### src/rtl/sccb_cfg_pkg.sv
// Shared types and constants for the SCCB configuration sequencer.
package sccb_cfg_pkg;

  typedef enum logic [2:0] {
    StIdle,
    StFetch,
    StDecode,
    StIssue,
    StWait,
    StDelay,
    StDone,
    StError
  } state_e;

  // All-ones pattern of width w; END and DELAY entries use it as the address
  // field, and END also uses it as the data field.
  function automatic logic [31:0] marker(input int unsigned w);
    return (w >= 32) ? 32'hFFFF_FFFF : ((32'd1 << w) - 32'd1);
  endfunction

  // Clock cycles per millisecond, never below one.
  function automatic int unsigned ms_ticks(input int unsigned clk_freq);
    return (clk_freq >= 1000) ? (clk_freq / 1000) : 1;
  endfunction

  // Counter width able to hold 0..n-1, never below one bit.
  function automatic int unsigned cnt_width(input int unsigned n);
    return (n <= 2) ? 1 : $clog2(n);
  endfunction

endpackage

### src/rtl/sccb_cfg_delay.sv
// Millisecond delay down-counter: a tick prescaler feeding a ms counter.
// o_expired is high in the last cycle of the programmed delay.
module sccb_cfg_delay
  import sccb_cfg_pkg::*;
#(
  parameter int unsigned CLK_FREQ = 25_000_000,
  parameter int unsigned DATA_W   = 8
) (
  input  logic              i_clk,
  input  logic              i_reset,
  input  logic              i_load,
  input  logic [DATA_W-1:0] i_ms,
  input  logic              i_count,
  output logic              o_expired
);

  localparam int unsigned    Ticks      = ms_ticks(CLK_FREQ);
  localparam int unsigned    TickW      = cnt_width(Ticks);
  localparam logic [TickW-1:0] TickReload = TickW'(Ticks - 1);

  logic [TickW-1:0]  r_tick;
  logic [DATA_W-1:0] r_ms;

  assign o_expired = i_count && (r_tick == '0) && (r_ms == DATA_W'(1));

  // Load on DECODE of a delay entry, then count down while the FSM sits in DELAY.
  always_ff @(posedge i_clk) begin
    if (i_reset) begin
      r_tick <= '0;
      r_ms   <= '0;
    end else if (i_load) begin
      r_tick <= TickReload;
      r_ms   <= i_ms;
    end else if (i_count && (r_ms != '0)) begin
      if (r_tick == '0) begin
        r_tick <= TickReload;
        r_ms   <= r_ms - DATA_W'(1);
      end else begin
        r_tick <= r_tick - TickW'(1);
      end
    end
  end

endmodule

### src/rtl/sccb_config_sequencer.sv
// ROM-driven SCCB register configuration sequencer.
// Optional feature macro: SCCB_CFG_RETRY_EN enables NACK retry and the ERROR path;
// without it every sccb_done counts as success and error/err_index are tied low.
module sccb_config_sequencer
  import sccb_cfg_pkg::*;
#(
  parameter int unsigned CLK_FREQ  = 25_000_000,
  parameter int unsigned ADDR_W    = 8,
  parameter int unsigned DATA_W    = 8,
  parameter int unsigned ROM_AW    = 8,
  parameter int unsigned MAX_RETRY = 3
) (
  input  logic                     i_clk,
  input  logic                     i_reset,
  input  logic                     i_start,
  output logic [ROM_AW-1:0]        o_rom_addr,
  input  logic [ADDR_W+DATA_W-1:0] i_rom_data,
  input  logic                     i_sccb_ready,
  output logic                     o_sccb_start,
  output logic [ADDR_W-1:0]        o_sccb_addr,
  output logic [DATA_W-1:0]        o_sccb_data,
  input  logic                     i_sccb_done,
  input  logic                     i_sccb_nack,
  output logic                     o_busy,
  output logic                     o_done,
  output logic                     o_error,
  output logic [ROM_AW-1:0]        o_err_index
);

  localparam logic [ADDR_W-1:0] MarkAddr = ADDR_W'(marker(ADDR_W));
  localparam logic [DATA_W-1:0] MarkData = DATA_W'(marker(DATA_W));
  localparam logic [ROM_AW-1:0] LastIdx  = ROM_AW'(marker(ROM_AW));
  localparam int unsigned       RetryW   = cnt_width(MAX_RETRY + 1);

  state_e            r_state;
  logic [ROM_AW-1:0] r_rom_addr;
  logic              r_sccb_start;
  logic [ADDR_W-1:0] r_sccb_addr;
  logic [DATA_W-1:0] r_sccb_data;
  logic              r_busy;
  logic              r_done;

  logic [ADDR_W-1:0] w_ent_addr;
  logic [DATA_W-1:0] w_ent_data;
  logic              w_is_end;
  logic              w_is_delay;
  logic              w_delay_load;
  logic              w_expired;
  logic              w_nack;
  logic              w_entry_ok;

  assign {w_ent_addr, w_ent_data} = i_rom_data;
  assign w_is_end     = (w_ent_addr == MarkAddr) && (w_ent_data == MarkData);
  assign w_is_delay   = (w_ent_addr == MarkAddr) && (w_ent_data != MarkData);
  assign w_delay_load = (r_state == StDecode) && w_is_delay && (w_ent_data != '0);

`ifdef SCCB_CFG_RETRY_EN
  localparam logic [RetryW-1:0] MaxRetry = RetryW'(MAX_RETRY);
  logic [RetryW-1:0] r_retry;
  logic              r_error;
  logic [ROM_AW-1:0] r_err_index;
  assign w_nack      = i_sccb_nack;
  assign o_error     = r_error;
  assign o_err_index = r_err_index;
`else
  // Without retry the NACK line and retry limit carry no meaning.
  logic              w_unused_nack;
  logic [RetryW-1:0] w_unused_retry;
  assign w_unused_nack  = i_sccb_nack;
  assign w_unused_retry = RetryW'(MAX_RETRY);
  assign w_nack         = 1'b0;
  assign o_error        = 1'b0;
  assign o_err_index    = '0;
`endif

  // An entry completes on: zero-length delay, clean write completion, or delay expiry.
  assign w_entry_ok = ((r_state == StDecode) && w_is_delay && (w_ent_data == '0)) ||
                      ((r_state == StWait) && i_sccb_done && !w_nack) ||
                      ((r_state == StDelay) && w_expired);

  sccb_cfg_delay #(
    .CLK_FREQ (CLK_FREQ),
    .DATA_W   (DATA_W)
  ) u_delay (
    .i_clk     (i_clk),
    .i_reset   (i_reset),
    .i_load    (w_delay_load),
    .i_ms      (w_ent_data),
    .i_count   (r_state == StDelay),
    .o_expired (w_expired)
  );

  assign o_rom_addr   = r_rom_addr;
  assign o_sccb_start = r_sccb_start;
  assign o_sccb_addr  = r_sccb_addr;
  assign o_sccb_data  = r_sccb_data;
  assign o_busy       = r_busy;
  assign o_done       = r_done;

  // Sequencer FSM with registered outputs; entry completion is applied after the case.
  always_ff @(posedge i_clk) begin
    if (i_reset) begin
      r_state      <= StIdle;
      r_rom_addr   <= '0;
      r_sccb_start <= 1'b0;
      r_sccb_addr  <= '0;
      r_sccb_data  <= '0;
      r_busy       <= 1'b0;
      r_done       <= 1'b0;
`ifdef SCCB_CFG_RETRY_EN
      r_retry      <= '0;
      r_error      <= 1'b0;
      r_err_index  <= '0;
`endif
    end else begin
      r_sccb_start <= 1'b0;
      r_done       <= 1'b0;
      unique case (r_state)
        StIdle: begin
          if (i_start) begin
            r_rom_addr <= '0;
            r_busy     <= 1'b1;
            r_state    <= StFetch;
`ifdef SCCB_CFG_RETRY_EN
            r_retry    <= '0;
            r_error    <= 1'b0;
`endif
          end
        end
        StFetch: r_state <= StDecode;
        StDecode: begin
          if (w_is_end) begin
            r_done  <= 1'b1;
            r_busy  <= 1'b0;
            r_state <= StDone;
          end else if (w_is_delay) begin
            if (w_delay_load) r_state <= StDelay;
          end else if (i_sccb_ready) begin
            // Master already idle: issue straight away so the request lands
            // in the cycle after DECODE.
            r_sccb_start <= 1'b1;
            r_sccb_addr  <= w_ent_addr;
            r_sccb_data  <= w_ent_data;
            r_state      <= StWait;
          end else begin
            r_state <= StIssue;
          end
        end
        StIssue: begin
          // rom_addr is unchanged, so the ROM still presents this entry.
          if (i_sccb_ready) begin
            r_sccb_start <= 1'b1;
            r_sccb_addr  <= w_ent_addr;
            r_sccb_data  <= w_ent_data;
            r_state      <= StWait;
          end
        end
        StWait: begin
`ifdef SCCB_CFG_RETRY_EN
          if (i_sccb_done && i_sccb_nack) begin
            if (r_retry < MaxRetry) begin
              r_retry <= r_retry + RetryW'(1);
              r_state <= StIssue;
            end else begin
              r_error     <= 1'b1;
              r_err_index <= r_rom_addr;
              r_busy      <= 1'b0;
              r_state     <= StError;
            end
          end
`endif
        end
        StDelay: begin
        end
        StDone:  r_state <= StIdle;
        StError: r_state <= StIdle;
        default: r_state <= StIdle;
      endcase

      if (w_entry_ok) begin
`ifdef SCCB_CFG_RETRY_EN
        r_retry <= '0;
`endif
        if (r_rom_addr == LastIdx) begin
          // Last ROM slot without END: finish rather than wrap to index 0.
          r_done  <= 1'b1;
          r_busy  <= 1'b0;
          r_state <= StDone;
        end else begin
          r_rom_addr <= r_rom_addr + ROM_AW'(1);
          r_state    <= StFetch;
        end
      end
    end
  end

endmodule

### config.mk
export PLATFORM = sky130hd
export DESIGN_NAME = sccb_config_sequencer
export DESIGN_NICKNAME = d
export VERILOG_FILES = /design/src/rtl/sccb_cfg_pkg.sv /design/src/rtl/sccb_cfg_delay.sv /design/src/rtl/sccb_config_sequencer.sv
export SDC_FILE = /design/constraint.sdc
export NUM_CORES = 1
export LEC_CHECK = 0
export ABC_AREA = 1
export BUFFER_PORTS_ARGS = -buffer_cell sky130_fd_sc_hd__buf_2
export CAP_MARGIN = 20
export CELL_PAD_IN_SITES_DETAIL_PLACEMENT = 1
export CELL_PAD_IN_SITES_GLOBAL_PLACEMENT = 1
export CORE_AREA = 2 2 96 98
export DETAILED_ROUTE_END_ITERATION = 8
export DIE_AREA = 0 0 98 100
export PLACE_DENSITY_LB_ADDON = 0.1
export SETUP_SLACK_MARGIN = 0.15
export SLEW_MARGIN = 0
export SYNTH_ARGS = -nofsm -noshare
export SYNTH_HDL_FRONTEND = slang
export SYNTH_SLANG_ARGS = --single-unit
### constraint.sdc
create_clock -name i_clk -period 1.6 [get_ports i_clk]
set_input_delay 0.16 -clock i_clk [delete_from_list [all_inputs] [get_ports i_clk]]
set_output_delay 0.16 -clock i_clk [all_outputs]
set_load 0.02 [all_outputs]
Word-level counts from Yosys, hierarchy flattened:

Cells that the tools add are included.

* flip-flop bits (word level): 53
* output and inout port bits: 36
* logic and storage cells: 96

* $add $sub $neg: 3
* eq/ne operators: 17
* multiplexer cells: 40
* reduce and logical (&&, ||, !) cells: 26

Operators by type and width (number)
* two-way mux 8 bit: 13
* two-way mux 15 bit: 3
* one-hot mux 8 bit (2 select lines): 2
* equality test 8 bit (second input constant): 3
* two-way mux 3 bit: 8
* nonzero test 8 bit: 2
* zero test 15 bit: 1
* one-hot mux 3 bit (5 select lines): 1
* subtractor 15 x 1 -> 15 bit (second input constant): 1
* equality test 3 bit (second input constant): 4
* two-way mux 1 bit: 11
* logical AND 1 bit: 10
* adder 8 x 1 -> 8 bit (second input constant): 1
* equality test 8 x 1 -> 1 bit (second input constant): 1
* zero test 8 bit: 1
* inequality test 8 bit (second input constant): 1
* subtractor 8 x 1 -> 8 bit (second input constant): 1
* equality test 3 x 2 -> 1 bit (second input constant): 2
* inequality test 3 bit (second input constant): 2
* nonzero test 2 bit: 3
* nonzero test 6 bit: 1
* inequality test 5 x 4 -> 1 bit (second input constant): 1
* inequality test 2 bit (second input constant): 2
* one-hot mux 1 bit (2 select lines): 2
* 7 further kinds: 9

Depth between registers and ports, before layout:

Gate-level depths: netlist of the first run.

* depth in word-level cells: 9
* gate-level depth with buffers: 12
* gate-level depth less buffers: 12

Hierarchy:

A second synthesis of the first run with hierarchy kept.

* cell total of the unflattened synthesis: 484
* area total of the unflattened synthesis: 3159.3 um2

By module, submodules not included
* sccb_config_sequencer: instances 1, cells each 249, area an instance 1651.6 um2
* sccb_cfg_delay: instances 1, cells each 235, area an instance 1507.7 um2

Least setup slack after synthesis of the first run:

Ideal clock, no wire load.

* path kind: register to register
* start: register r_rom_addr[0], in the netlist o_rom_addr[0]
* end: register r_state[0]
* data arrival time: 1.564 ns
* setup slack: -0.091 ns
* stages on the path, launching flop included: 11
* path buffers: 0
* cells stage by stage: dfxtp_1 -> ha_1 -> nand2_1 -> nor2_1 -> nand3_1 -> nor2_2 -> nand2_2 -> nand2_4 -> nand2_1 -> nor2_1 -> nor2_1

* word-level cells in the longest chain between the ends: 3

RTL lines
* from (decl): line sccb_config_sequencer.sv:36 `logic [ROM_AW-1:0] r_rom_addr;`
* from (signal assigned): line sccb_config_sequencer.sv:190 `r_rom_addr <= r_rom_addr + ROM_AW'(1);`
* equality test 8 bit: line sccb_config_sequencer.sv:184 `if (r_rom_addr == LastIdx) begin`
* two-way mux 3 bit: line sccb_config_sequencer.sv:184
* two-way mux 3 bit: line sccb_config_sequencer.sv:180 `if (w_entry_ok) begin`
* to (signal assigned): line sccb_config_sequencer.sv:177 `default: r_state <= StIdle;`
* to (signal assigned): line sccb_config_sequencer.sv:188 `r_state <= StDone;`
* to (signal assigned): line sccb_config_sequencer.sv:191 `r_state <= StFetch;`
* to (decl): line sccb_config_sequencer.sv:35 `state_e r_state;`

Every way passes these cells.
A chain may end at the register's enable or synchronous reset.

Worst setup path in the final report of the first run:

* start: register r_rom_addr[2], in the netlist o_rom_addr[2]
* end: register r_rom_addr[7], in the netlist o_rom_addr[7]

* word-level cells in the longest chain between the ends: 3
* elaborated cells between the ends (all ways): 4
* those cells by class: add/sub: 1; eq/ne: 1; mux: 2

RTL lines (line)
* adder 8 x 1 -> 8 bit / equality test 8 bit (equally long branches): sccb_config_sequencer.sv:190, sccb_config_sequencer.sv:184
* two-way mux 8 bit *: sccb_config_sequencer.sv:184
* two-way mux 8 bit *: sccb_config_sequencer.sv:180

Every way passes the cells marked *; elsewhere a longest branch is shown, timed or not.

==> summary.txt, run 1 <==
Detailed routing
  – DRT Pass-1 Iters: 4
  – DRC: 0
  – Antenna viol nets, final: 0
  – Final wirelength: 9.73 mm
  – Drt initial violations: 54
  – DR WL/cell: 14.5 µm
  – Via count: 3,263
  – Avg Vias per Cell: 4.86

GRT
  – GRT overflow: 0
  – Overall routing resource usage: 0.188
  – First-pass GRT wire length: 15.2 mm
  – Largest net degree at the start of global routing: 30
  – Initial antenna violation count: 0
  – Vias in the first global route: 3,241

STA
  – Final Skew: 0.00787 ns
  – Setup TNS: 0 ns
  – Final hold viol count: 0
  – Slew Limit Fails: 0
  – Setup ws final: 0.0142 ns
  – Max frequency: 631 MHz
  – RSZ-0062 raised after global routing: true
  – Fin crit share: 0.991
  – Fin Hold WS: 0.119 ns
  – Min Tclk post-route: 1.59 ns
  – Final setup violating endpoints: 0

Synthesis
  – #FFs+latches synth: 53
  – Distinct cells, synth: 38
  – Asr flop ratio synth: 0
  – Synth Instances: 447
  – Number of synthesized flops with an enable pin: 0
  – Seq/Total Area, Yosys: 0.344
  – Mapped cell area: 0.00309 mm²
  – Top FF cell, synth: dfxtp_1
  – Syn_area_per_cell: 6.90 µm²
  – Synth warnings: 0

Setup path
  – Crit-path slowest cell: dfxtp_2
  – Critical path buffer and inverter count: 0
  – Worst endpoint required time: 1.85 ns
  – Max FO, Critical Path: 5
  – CP peak stage delay: 0.41 ns
  – CP startpoint kind: flip-flop
  – Worst setup path category: reg -> reg
  – Crit-path cells: nand3_1 -> nor3b_1 -> nand2_1 -> nor2_1 -> xor2_1 -> nor2_2 -> nor2_1
  – Critical path arrival: 1.84 ns
  – CP endpoint kind: flip-flop
  – Family with the most delay on the worst path: simple AND/OR/NAND/NOR gates
  – Crit path top cell by count: nor2_1

Die
  – Core Area: 0.00889 mm²
  – Die ar.: 0.00980 mm²
  – Die Height: 100 µm
  – Initial Utilization: 0.347
  – Site Rows: 35
  – I/O pins: 58
  – Chip width: 98 µm

Clock tree
  – Clk slew on worst S/H paths: 0.10 ns
  – Longest Clk Path Bufs: 2
  – CTS Buf Count: 5
  – Hold buffer count at cts: 0
  – Num Clock Sinks: 53
  – Root Driver: clkbuf_8
  – H-Tree Depth: 2
  – CTS tree: built
  – Worst skew pair latency: 0.30 ns

Final layout
  – Layout cell share with drive strength beyond 1: 0.482
  – Final Util: 0.524
  – Finished Cell Area: 0.00465 mm²
  – Final cell count without fillers: 671
  – Area grow syn2layout: 50.9%
  – Antenna diodes: 0
  – # nets final: 585

Place
  – Gpl congestion: 0.802
  – Buffers on Ports: 47
  – Placed insts: 628
  – Post-DP Area: 0.00376 mm²
  – Placement Setup Slack: -0.0230 ns
  – Hpwl dp: 6.54 mm

Pwr
  – Pwr Density: 798 mW/mm²
  – Overall Power: 3.71 mW
  – Leakage power: 2.16 nW
  – VDD IR max: 410 µV

Flow run
  – Max-Cap Viols: 0

Worst hold path
  – Hold Crit Class: in -> reg

Run status
  – Status: finished clean
==> state kept, by name, indices dropped and copies added, names as in the netlist <==
register / flops
u_delay.r_tick: 15
o_rom_addr: 8
o_sccb_addr: 8
o_sccb_data: 8
u_delay.r_ms: 8
r_state: 3
o_busy: 1
o_done: 1
o_sccb_start: 1
==> per-layer routing <==
| layer | track usage | share of wire |
|---|---|---|
| met4 | 0.0427 | 0.0096 |
| met5 | 0 | 0 |
| met1 | 0.234 | 0.44 |
| met2 | 0.345 | 0.53 |
| met3 | 0.0258 | 0.020 |
==> cell families (layout without fill, tap and decap cells) <==
group,count (synthesis),after routing,share of synthesized area
buf+inv,70,173,0.101
xor+xnor,19,19,0.0539
other cells,1,9,0.00122
flops,53,53,0.344
compound gates,68,68,0.129
simple gates,232,234,0.355
fa+ha+maj,4,4,0.0162
==> report_power, final <==
group / leakage, nW / total, mW / switching, mW / internal [mW]
Combinational: 1.66 / 1.20 / 0.744 / 0.453
Clock: 0.0585 / 0.961 / 0.449 / 0.511
Sequential: 0.438 / 1.56 / 0.0957 / 1.46
==> cell type report <==
cell class              instances  area [µm²]
inverters                      52         226
repair inverters                1        7.51
multi-input cells             334        2250
clock inverters                 1        30.0
flip-flops and latches         53        1090
fillers                      1110        4240
clock buffers                   7        86.3
repair buffers                112         822
well taps                     111         139
==> cells in the final DEF, fill, tap and decap left out, drive strengths merged <==
cell      instances
inv              51
o21bai            1
dfxtp            53
buf             111
xnor2             2
nor3b             1
nand3            30
a31oi             2
or2               1
clkbuf            8
a22oi             1
nand2            94
bufinv            1
nand4             9
xor2             17
clkinvlp          2
a21oi            22
ha                4
o21ai            35
nor3              8
conb              9
nor2             91
o211ai            7
==> what timing repair did <==
action,in CTS,in global routing
gates resized for setup,64,79
pin swaps,31,39
endpoints found under the setup margin,53,53
setup buffers,16,14
cloned,4,1
==> worst paths after layout <==
path | start | slack (ns) | depth (start not counted) | to
worst min register to register | u_delay.r_tick[5] | 0.50 | 2 | u_delay.r_tick[5]
worst max-delay path | o_rom_addr[2] | 0.01 | 7 | o_rom_addr[7]
worst min-delay path | i_rom_data[8] | 0.12 | 3 | o_sccb_addr[0]
worst max register to register | o_rom_addr[2] | 0.01 | 7 | o_rom_addr[7]
==> worst register-to-register path, delay by kind of cell, from the launching register on <==
family / cells / cell delay, ns
xor gates and xnor gates: 1 / 0.20
DFF: 1 / 0.41
and+or+nand+nor: 6 / 0.94
==> cell usage after synthesis, drive strengths merged, types with 2 or more instances <==
library cell	n	area share
a21oi	22	0.037
a31oi	2	0.0041
buf	16	0.035
clkbuf	2	0.0028
dfxtp	53	0.34
ha	4	0.016
inv	52	0.063
nand2	93	0.13
nand3	29	0.057
nand4	9	0.023
nor2	91	0.13
nor3	8	0.016
o211ai	7	0.025
o21ai	35	0.058
xnor2	2	0.0057
xor2	17	0.048
Power figures use the tool's default switching activity.
==> run 2: changes to the inputs <==
Settings changed: MAX_ROUTING_LAYER set to met4.
==> run 2 against run 1 <==
Die area unchanged. Combinational power about the same. Critical endpoint is now u_delay.r_tick[12]. Clock-buffer cell count unchanged. Flip-flop and latch count unchanged. Largest cell class unchanged. Via count down 0.18%. Utilization down 0.17 points. Register-to-register slack better by 0.05 ns. Non-clock buffer count unchanged. Worst hold slack worse by 0.0014 ns. Critical path depth up 3. Cell count unchanged. Worst setup slack better by 0.048 ns.
==> summary.txt, run 2 (synthesis gave the netlist of run 1 again) <==
Die
  – Die ar.: 0.00980 mm² (unchanged)
  – Die Height: 100 µm (unchanged)
  – Core Area: 0.00889 mm² (unchanged)
  – Site Rows: 35 (unchanged)
  – I/O pins: 58 (unchanged)
  – Initial Utilization: 0.347 (unchanged)
  – Chip width: 98 µm (unchanged)

Setup path
  – Max FO, Critical Path: 4 (was 5)
  – Worst endpoint required time: 1.81 ns (was 1.85 ns)
  – Worst setup path category: reg -> reg (unchanged)
  – Worst R2R End: u_delay.r_tick[12] (was o_rom_addr[7])
  – CP endpoint kind: flip-flop (unchanged)
  – Crit-path cells: inv_2 -> ha_4 -> nand2_4 -> nor2_4 -> nand2_1 -> buf_4 -> nor2_4 -> nand2_1 -> xor2_1 -> nor2_1 (was nand3_1 -> nor3b_1 -> nand2_1 -> nor2_1 -> xor2_1 -> nor2_2 -> nor2_1)
  – Reg2Reg Launch Point: u_delay.r_tick[1] (was o_rom_addr[2])
  – Critical path arrival: 1.75 ns (was 1.84 ns)
  – CP peak stage delay: 0.32 ns (was 0.41 ns)
  – CP startpoint kind: flip-flop (unchanged)
  – R2R cell count: 10 (was 7)
  – R2R Setup Slk: 0.06 ns (was 0.01 ns)
  – Crit-path slowest cell: dfxtp_1 (was dfxtp_2)
  – Family with the most delay on the worst path: simple AND/OR/NAND/NOR gates (unchanged)
  – Critical path buffer and inverter count: 2 (was 0)

Worst hold path
  – Hold Crit Class: in -> reg (unchanged)
  – Hold Crit Depth: 3 (unchanged)
  – Min-Delay Startpoint: i_rom_data[11] (was i_rom_data[8])
  – Hold EP: o_sccb_addr[3] (was o_sccb_addr[0])

STA
  – Slew Limit Fails: 0 (unchanged)
  – Fin crit share: 0.961 (was 0.991)
  – Final setup violating endpoints: 0 (unchanged)
  – Max frequency: 650 MHz (was 631 MHz)
  – Setup TNS: 0 ns (unchanged)
  – Final hold viol count: 0 (unchanged)
  – Setup ws final: 0.0620 ns (was 0.0142 ns)
  – Min Tclk post-route: 1.54 ns (was 1.59 ns)
  – RSZ-0062 raised after global routing: true (unchanged)
  – Final Skew: 0.00584 ns (was 0.00787 ns)

GRT
  – Initial antenna violation count: 0 (unchanged)
  – Largest net degree at the start of global routing: 30 (unchanged)
  – GRT overflow: 0 (unchanged)
  – Overall routing resource usage: 0.193 (was 0.188)
  – First-pass GRT wire length: 15.2 mm (about the same)
  – Vias in the first global route: 3,237 (was 3,241)

Clock tree
  – Worst skew pair latency: 0.30 ns (about the same)
  – CTS tree: built (unchanged)
  – Clk slew on worst S/H paths: 0.10 ns (about the same)
  – Longest Clk Path Bufs: 2 (unchanged)
  – Hold buffer count at cts: 0 (unchanged)
  – CTS Buf Count: 5 (unchanged)
  – Num Clock Sinks: 53 (unchanged)
  – Root Driver: clkbuf_8 (unchanged)
  – H-Tree Depth: 2 (unchanged)

Final layout
  – # nets final: 585 (unchanged)
  – Area grow syn2layout: 50.4% (was 50.9%)
  – Commonest non-fill, non-tap cell in the layout: nand2_1 (unchanged)
  – Layout cell share with drive strength beyond 1: 0.480 (was 0.482)
  – Top reg by flops: u_delay.r_tick (unchanged)
  – Antenna diodes: 0 (unchanged)
  – Max FFs per register: 15 (unchanged)
  – Final cell count without fillers: 671 (unchanged)
  – Most frequent cells in the layout: nand2_1, nor2_1, buf_4 (unchanged)

Detailed routing
  – DRC: 0 (unchanged)
  – Antenna viol nets, final: 0 (unchanged)
  – Avg Vias per Cell: 4.85 (was 4.86)
  – Drt initial violations: 48 (was 54)
  – Final wirelength: 9.67 mm (was 9.73 mm)
  – Via count: 3,257 (was 3,263)
  – DRT Pass-1 Iters: 4 (unchanged)
  – DR WL/cell: 14.4 µm (was 14.5 µm)

Pwr
  – Pwr Density: 801 mW/mm² (was 798 mW/mm²)
  – Leakage power: 2.16 nW (about the same)
  – VDD IR max: 414 µV (was 410 µV)

Place
  – Gpl congestion: 0.813 (was 0.802)
  – Buffers on Ports: 47 (unchanged)
  – Placement Setup Slack: -0.0230 ns (unchanged)
  – Placed insts: 628 (unchanged)
  – Hpwl dp: 6.54 mm (unchanged)

Run status
  – Status: finished clean (unchanged)

Flow run
  – Max-Cap Viols: 0 (unchanged)
run 2: cell types whose count changed in the layout (fill, tap and decap cells not counted):
| cell | delta |
|---|---|
| o21ai_1 | +2 |
| nand3_2 | +1 |
| nor3b_2 | +1 |
| o21ai_2 | -4 |
| nor3b_1 | -1 |
| nand2_2 | +1 |
| buf_12 | -1 |
| buf_4 | +1 |
| o21ai_0 | +2 |
| nand2_1 | -1 |
| nand3_1 | -1 |
run 2: layout make-up:
type                    instances  area [µm²]
fillers                      1107        4250
multi-input cells             334        2250
flip-flops and latches         53        1090
repair buffers                112         810
inverters                      52         226
well taps                     111         139
clock buffers                   7        86.3
clock inverters                 1        30.0
repair inverters                1        7.51
run 2: worst register-to-register path, stage by stage, from the launching register on:
cell,delay [ns]
dfxtp_1,0.32
inv_2,0.07
ha_4,0.15
nand2_4,0.05
nor2_4,0.15
nand2_1,0.14
buf_4,0.17
nor2_4,0.12
nand2_1,0.07
xor2_1,0.14
nor2_1,0.06
run 2: worst max-delay path by stage:
| stage | start | to | slack [ns] | cells past startpoint |
|---|---|---|---|---|
| after floorplan | o_rom_addr[1] | r_state[0] | 0.14 | 10 |
| after global placement | u_delay.r_tick[0] | u_delay.r_tick[11] | 0.02 | 9 |
| after detailed placement | u_delay.r_ms[0] | u_delay.r_ms[6] | -0.02 | 11 |
| after CTS | u_delay.r_tick[0] | u_delay.r_tick[12] | 0.07 | 10 |
| after global routing | u_delay.r_ms[6] | o_rom_addr[5] | -0.05 | 10 |
| final | u_delay.r_tick[1] | u_delay.r_tick[12] | 0.06 | 10 |
run 2: per-layer routing:
layer | track usage | up-vias | share of wire | routed length [µm]
met5 | - | - | 0 | 0
met2 | 0.347 | 28 | 0.54 | 5180
li1 | - | 1645 | - | -
met3 | 0.0258 | 4 | 0.019 | 181
met1 | 0.231 | 1580 | 0.44 | 4250
met4 | 0.0427 | 0 | 0.0062 | 60
run 2: repair_timing:
action,CTS,global route
buffers inserted,16,14
cloned,4,1
gates resized for setup,64,76
pin swaps,31,38
setup endpoints to repair,53,53
run 2: report_power, final:
group	internal, mW	switching, mW
logic	0.446	0.745
registers	1.46	0.0956
clock network	0.511	0.457
total	2.42	1.30
run 2: stage by stage:
stage	utilization	hold WS (ns)	power (mW)	area, µm²
after floorplan	-	0.229	2.19	3230
after global placement	0.423	0.421	2.52	3760
after detailed placement	0.423	0.433	2.55	3760
after CTS	0.479	0.110	3.60	4260
after global routing	0.522	0.114	3.93	4640
final	0.522	0.118	3.72	4640
